### src/rtl/sound_scheduler.sv
// Speaker sound scheduler: latches sound requests, picks the highest-priority one and
// plays it as a burst of square-wave beeps separated by silent gaps on the single PWM pin.
module sound_scheduler #(
  parameter logic [14:0] GO_HALF  = 15'd20000,
  parameter logic [3:0]  GO_BEEPS = 4'd4,
  parameter logic [14:0] CR_HALF  = 15'd8000,
  parameter logic [3:0]  CR_BEEPS = 4'd2,
  parameter logic [14:0] CP_HALF  = 15'd4000,
  parameter logic [3:0]  CP_BEEPS = 4'd1,
  parameter logic [23:0] BEEP_LEN = 24'd5000000,
  parameter logic [23:0] GAP_LEN  = 24'd2500000
) (
  input  logic       clk,
  input  logic       reset,
  input  logic       req_gameover,
  input  logic       req_crash,
  input  logic       req_checkpoint,
  input  logic       mute,
  output logic       pwm,
  output logic       busy,
  output logic [1:0] active_id,
  output logic       done
);

  typedef enum logic [1:0] {IDLE, TONE, GAP, DONE} state_t;

  localparam logic [1:0] ID_NONE = 2'd0;
  localparam logic [1:0] ID_CP   = 2'd1;
  localparam logic [1:0] ID_CR   = 2'd2;
  localparam logic [1:0] ID_GO   = 2'd3;

  state_t      state_reg, state_next;
  logic [1:0]  active_id_reg, active_id_next;
  logic [3:0]  beeps_reg, beeps_next;
  logic [23:0] dur_reg, dur_next;
  logic [14:0] tone_reg, tone_next;
  logic        pwm_reg, pwm_next;

  logic [2:0]  req_vec;
  logic [2:0]  pending;
  logic [2:0]  grant;
  logic [1:0]  start_id;
  logic        preempt;

  function automatic logic [14:0] half_of(input logic [1:0] id);
    case (id)
      ID_GO:   return GO_HALF;
      ID_CR:   return CR_HALF;
      default: return CP_HALF;
    endcase
  endfunction

  function automatic logic [3:0] beeps_of(input logic [1:0] id);
    case (id)
      ID_GO:   return GO_BEEPS;
      ID_CR:   return CR_BEEPS;
      default: return CP_BEEPS;
    endcase
  endfunction

  // Bit 2 = game over, bit 1 = crash, bit 0 = checkpoint; a request on the grant
  // cycle re-arms the flag so the sound replays afterwards.
  assign req_vec = {req_gameover, req_crash, req_checkpoint};

  genvar gi;
  generate
    for (gi = 0; gi < 3; gi++) begin : g_pending
      logic flag_reg;
      always_ff @(posedge clk) begin
        if (reset) begin
          flag_reg <= 1'b0;
        end else begin
          flag_reg <= req_vec[gi] | (flag_reg & ~grant[gi]);
        end
      end
      assign pending[gi] = flag_reg;
    end
  endgenerate

  assign preempt = ((state_reg == TONE) || (state_reg == GAP)) &&
                   (active_id_reg != ID_GO) && pending[2];

  always_comb begin
    state_next     = state_reg;
    active_id_next = active_id_reg;
    beeps_next     = beeps_reg;
    dur_next       = dur_reg;
    tone_next      = tone_reg;
    pwm_next       = pwm_reg;
    grant          = 3'b000;
    start_id       = ID_NONE;

    case (state_reg)
      IDLE: begin
        if (pending[2]) begin
          start_id = ID_GO;
          grant    = 3'b100;
        end else if (pending[1]) begin
          start_id = ID_CR;
          grant    = 3'b010;
        end else if (pending[0]) begin
          start_id = ID_CP;
          grant    = 3'b001;
        end
      end

      TONE: begin
        if (preempt) begin
          start_id = ID_GO;
          grant    = 3'b100;
        end else begin
          if (tone_reg == 15'd0) begin
            pwm_next  = ~pwm_reg;
            tone_next = half_of(active_id_reg) - 15'd1;
          end else begin
            tone_next = tone_reg - 15'd1;
          end
          if (dur_reg == 24'd0) begin
            pwm_next = 1'b0;
            if (beeps_reg == 4'd1) begin
              state_next = DONE;
            end else begin
              beeps_next = beeps_reg - 4'd1;
              dur_next   = GAP_LEN - 24'd1;
              state_next = GAP;
            end
          end else begin
            dur_next = dur_reg - 24'd1;
          end
        end
      end

      GAP: begin
        if (preempt) begin
          start_id = ID_GO;
          grant    = 3'b100;
        end else begin
          pwm_next = 1'b0;
          if (dur_reg == 24'd0) begin
            dur_next   = BEEP_LEN - 24'd1;
            tone_next  = half_of(active_id_reg) - 15'd1;
            state_next = TONE;
          end else begin
            dur_next = dur_reg - 24'd1;
          end
        end
      end

      DONE: begin
        state_next     = IDLE;
        active_id_next = ID_NONE;
      end

      default: begin
        state_next     = IDLE;
        active_id_next = ID_NONE;
        pwm_next       = 1'b0;
      end
    endcase

    // A grant (fresh or preempting) always starts the sound from the top of its first beep.
    if (start_id != ID_NONE) begin
      state_next     = TONE;
      active_id_next = start_id;
      beeps_next     = beeps_of(start_id);
      dur_next       = BEEP_LEN - 24'd1;
      tone_next      = half_of(start_id) - 15'd1;
      pwm_next       = 1'b0;
    end
  end

  always_ff @(posedge clk) begin
    if (reset) begin
      state_reg     <= IDLE;
      active_id_reg <= ID_NONE;
      beeps_reg     <= 4'd0;
      dur_reg       <= 24'd0;
      tone_reg      <= 15'd0;
      pwm_reg       <= 1'b0;
    end else begin
      state_reg     <= state_next;
      active_id_reg <= active_id_next;
      beeps_reg     <= beeps_next;
      dur_reg       <= dur_next;
      tone_reg      <= tone_next;
      pwm_reg       <= pwm_next;
    end
  end

  assign pwm       = pwm_reg & ~mute;
  assign busy      = (state_reg != IDLE);
  assign done      = (state_reg == DONE);
  assign active_id = active_id_reg;

endmodule
### config.mk
export PLATFORM = sky130hd
export DESIGN_NAME = sound_scheduler
export DESIGN_NICKNAME = d
export VERILOG_FILES = /design/src/rtl/sound_scheduler.sv
export SDC_FILE = /design/constraint.sdc
export NUM_CORES = 1
export LEC_CHECK = 0
export ABC_AREA = 1
export CORE_MARGIN = 2
export CORE_UTILIZATION = 45
export DETAILED_ROUTE_END_ITERATION = 16
export PLACE_DENSITY = 0.67
export SLEW_MARGIN = 5
export SYNTH_ARGS = -nofsm -noshare
export SYNTH_HDL_FRONTEND = slang
export SYNTH_SLANG_ARGS = --single-unit
### constraint.sdc
create_clock -name clk -period 2.45 [get_ports clk]
set_input_delay 0.6125 -clock clk [delete_from_list [all_inputs] [get_ports clk]]
set_output_delay 0.6125 -clock clk [all_outputs]
set_load 0.01 [all_outputs]
# Yosys cells after proc, flatten, opt, wreduce, memory -nomap -nowiden
# Cells that the tools add are included.
[classes] add_sub_neg=6 eq_ne=22 n_mux=52 bitwise_logic=12 reduce_logical=24
[op_table] operator="$mux W15" n=12
[op_table] operator="$mux W24" n=5
[op_table] operator="$pmux W15 S2" n=3
[op_table] operator="$sub A15 B1 Y15 const B" n=4
[op_table] operator="$pmux W24 S2" n=1
[op_table] operator="$logic_not A24 Y1" n=1
[op_table] operator="$sub A24 B1 Y24 const B" n=1
[op_table] operator="$mux W23" n=1
[op_table] operator="$mux W2" n=10
[op_table] operator="$mux W4" n=5
[op_table] operator="$reduce_and A4 Y1" n=5
[op_table] operator="$logic_not A15 Y1" n=1
[op_table] operator="$eq A2 B2 Y1 const B" n=6
[op_table] operator="$pmux W3 S2" n=2
[op_table] operator="$reduce_bool A2 Y1" n=6
[op_table] operator="$reduce_and A5 Y1" n=2
[op_table] operator="$ne A3 B1 Y1 const B" n=3
[op_table] operator="$mux W1" n=8
[op_table] operator="$ne A2 B1 Y1 const B" n=4
[op_table] operator="$mux W3" n=2
[op_table] operator="$ne A2 B2 Y1 const B" n=3
[op_table] operator="$ne A3 B2 Y1 const B" n=2
[op_table] operator="$pmux W2 S3" n=1
[op_table] operator="$reduce_bool A3 Y1" n=2
[op_table] operator="15 further kinds" n=26
[word_totals] ff_bits=51 in_bits=6 output_inout_bits=5 wordCells=127

# Logic depth before layout (Yosys ltp)
[depth] ltp_word=11 ltp_mapped=13 depth_no_buf=12

# Least setup slack after synthesis
# OpenSTA, ideal clock, no wires.
[synth_path] kind="register to register" start="register state_reg[0]" end="register dur_reg[14]" arrival_ps=1768 required_ps=2333 slack_ps=565 stages_incl_launch_ff=13 path_buffers=2 synth_period_minus_slack_ps=1885 path_cell_list="dfxtp_1 inv_1 ha_1 nand3_2 nand2_4 nand2_4 nand2_4 or2_1 buf_6 nand3_4 buf_8 nor3_1 nor2_1"
[synth_via] elab_chain_cells=9 elab_cells_between_ends=17 cone_classes="eq/ne: 5; mux: 4; reduce/logical: 8"
[synth_lines] element="start: declaration" line="32" source="state_t state_reg, state_next;"
[synth_lines] element="start signal: assignment" line="181" source="state_reg <= state_next;"
[synth_lines] element="$eq A2 B1 Y1 or $eq A2 B2 Y1 (tied branches)" line="80, 93"
[synth_lines] element="$logic_or A1 B1 Y1" line="80" source="assign preempt = ((state_reg == TONE) || (state_reg == GAP)) &&"
[synth_lines] element="$logic_and A1 B1 Y1" line="80"
[synth_lines] element="$logic_and A1 B1 Y1" line="81" source="(active_id_reg != ID_GO) && pending[2];"
[synth_lines] element="$mux W2" line="108, 134"
[synth_lines] element="$pmux W2 S2" line="93" source="case (state_reg)"
[synth_lines] element="$reduce_bool A2 Y1" line="162" source="if (start_id != ID_NONE) begin"
[synth_lines] element="$ne A4 B3 Y1 (no line), or another cell as far along"
[synth_lines] element="$reduce_and A4 Y1 (no line)"
[synth_lines] element="end signal: assignment" line="184" source="dur_reg <= dur_next;"
[synth_lines] element="end: declaration" line="35" source="logic [23:0] dur_reg, dur_next;"
# Parallel ways exist; a longest one is shown, timed or not.
# A chain may end at the register's enable or synchronous reset.

# Final worst setup path
[layout_path] start="register state_reg[0]" end="output port busy"
[layout_via] elab_chain_cells=1
[layout_lines] element="$reduce_bool A2 Y1" line="191" source="assign busy = (state_reg != IDLE);"
[layout_lines] element="end: declaration" line="20" source="output logic busy,"
# Every way passes these cells.

==> reports/metrics.cfg <==
[run_status]
status=completed

[worst_setup_path]
slowest_delay_ns=0.54
worstPathMaxFanout=4
reg2reg_from=state_reg[0]$_SDFFE_PP0P_
crit_path_frequent_cell=inv_1
cpMaxStageDelayCell=clkdlybuf4s50_1
end_kind=output pin
cp.required_ns=1.84
path_depth=4
path_delay_family=buffers and inverters
path_buf_inv=3
r2r_cells=11
path_cells=inv_1 > ha_1 > inv_1 > clkdlybuf4s50_1
worst_r2r_endpoint=tone_reg[13]$_SDFFE_PP0P_
arrival_ns=1.65
crit_type=reg -> out
rrSetupSlack_ns=0.24
worst_setup_path_start_kind=flip-flop

[floorplanning]
io_pins=11
die-area_um2=8510
rows=32
die_w_um=92.2
core_um2=7650
die_h_um=92.2
initial_core_util=0.458

[place]
numPortBuffers=10
gp_congestion=0.889
hpwl_um=6380
postPlaceCellArea_um2=3720

[grt]
grt_util_all_layers=0.210
grt_pass1_wl_um=14700
overflow=0
grt_pass1_vias=3318
grt_max_degree=20
antenna_found_initial=0

[routing]
drt_iter0_markers=164
viasPerCell=5.19
wl_per_cell_um=12.4
wl_um=8460
antenna_left=0
firstDrtPassIters=4
vias=3546
drc=0

[clock_tree]
clock_sinks=51
ctsHoldBuffers=0
cts_resized=0
htree_levels=2
clkTransAtPathRegs_ns=0.10
ctsRootBufferMaster=clkbuf_8
numCtsBuffers=5
cts_setup_buffers=0
cts_tree=yes
clk_latency_ns=0.31
max-clock-path-buffers=2

[flow_run]
drv_cap=0

[cells_and_area]
largest_reg_flops=24
fin_nets=594
n_antenna_cell=0
area_growth_pct=8.57
drive_gt1_frac=0.0792
design_area_um2=3800
n_fill_cell=802

[timing]
setup_tns_ns=0
skew_ns=0.0142
timing.hold.ws_ns=0.485
timing.fmax_mhz=441
period_needed_ns=2.27
setup_viol=0
final_max_slew_viol_count=0
slew_headroom=0.574
fin_crit_sh=0.925
rsz0062_at_grt=false
worstMarginPinSlew_ns=0.637
hold_viol_final=0

[synth]
ys_seq_elements=51
yosys.area_share.simple=0.422
yosys_warnings=0
synth_compound_area_frac=0.121
syn_area_um2=3500
synthTopCellsByCount=nand2_1 (162), nor2_1 (93), inv_1 (57)
synthArstFlopShare=0
netlist.area_leader.share=0.291
synth_cell_types=37
synth_xor_area_frac=0.0475
syn_nets=582
syn-instance-count=568
synth_top_family_by_area=simple AND/OR/NAND/NOR gates
synth_mux_area_frac=0
synth_most_common_cell=nand2_1
synth_fa_ha_area_frac=0.0286
synth_top_cells_by_area=dfxtp_1 (29%), nand2_1 (17%), nor2_1 (10%)
synth-seq-area-share=0.291
synthFlopType=dfxtp_1
synth_edf_count=0
yosysTopAreaCell=dfxtp_1
syn_avg_cell_area_um2=6.17

[hold_path]
worstHoldStart=dur_reg[1]$_SDFFE_PP0P_
hp-class=reg -> reg
whs_path_depth=2
min_to=dur_reg[1]$_SDFFE_PP0P_

[power_and_ir_drop]
powerDensity_nw_per_um2=1340
ir_drop_mv=0.518
power.total_mw=5.08
p_leak_nw=1.75

==> routing by layer <==
metal / routed length (µm) / track usage
met1: 3920 / 0.261
met2: 4120 / 0.380
met3: 329 / 0.0271
met4: 97 / 0.0585
met5: 0 / 0
==> cell families (layout without fill, tap and decap cells) <==
| logic type | count (synthesis) | count (layout) |
|---|---|---|
| AOI/OAI and AO/OA | 77 | 77 |
| DFF | 51 | 51 |
| and+or+nand+nor | 338 | 338 |
| adders and majority gates | 8 | 8 |
| buffers and inverters | 75 | 88 |
| xor gates and xnor gates | 19 | 19 |
==> worst max path at each step <==
stage | end | from
final | busy | state_reg[0]$_SDFFE_PP0P_
after global routing | tone_reg[13]$_SDFFE_PP0P_ | state_reg[0]$_SDFFE_PP0P_
after CTS | busy | state_reg[0]$_SDFFE_PP0P_
after detailed placement | pwm | mute
after global placement | pwm | mute
after floorplan | dur_reg[14]$_SDFFE_PP0P_ | state_reg[0]$_SDFFE_PP0P_
==> layout by cell type (no fill, tap or decap), types with 4 or more instances in the layout <==
cell type        count
nand2_1            162
nor2_1              93
inv_1               57
dfxtp_1             51
a21oi_1             41
nand3_1             37
o21ai_0             20
nand4_1             17
xor2_1              12
buf_4               11
clkdlybuf4s50_1     10
nand2_2              8
ha_1                 8
xnor2_1              7
nor3_1               5
clkbuf_8             5
nor2_2               4
nand2_4              4
a21oi_2              4
==> final cells by class <==
class                   instances  area, µm²  area share
repair buffers                 21        183      0.0480
flip-flops and latches         51       1020       0.268
clock buffers                   7       76.3      0.0201
multi-input cells             442       2170       0.570
clock inverters                 1       5.00     0.00132
inverters                      59        221      0.0582
well taps                     102        128      0.0336
==> power breakdown <==
part           switching, mW  internal (mW)
sequential             0.258           1.09
clock                  0.298          0.202
combinational           2.08           1.16
total                   2.64           2.45
==> through the flow <==
stage	setup WS, ns	cells	util
4_1_cts	0.178	683	0.497
3_5_place_dp	0.180	675	0.487
3_3_place_gp	0.188	675	0.487
5_1_grt	0.0141	683	0.497
2_1_floorplan	0.565	568	-
6_report	0.183	683	0.497
==> worst min-delay path: cells and delay by family (launching register included) <==
family                 cells  cell delay, ns
DFF                        1            0.32
AOI/OAI and AO/OA          1            0.06
buffers and inverters      1            0.07
Note: power is estimated with default switching activity, not from simulation.
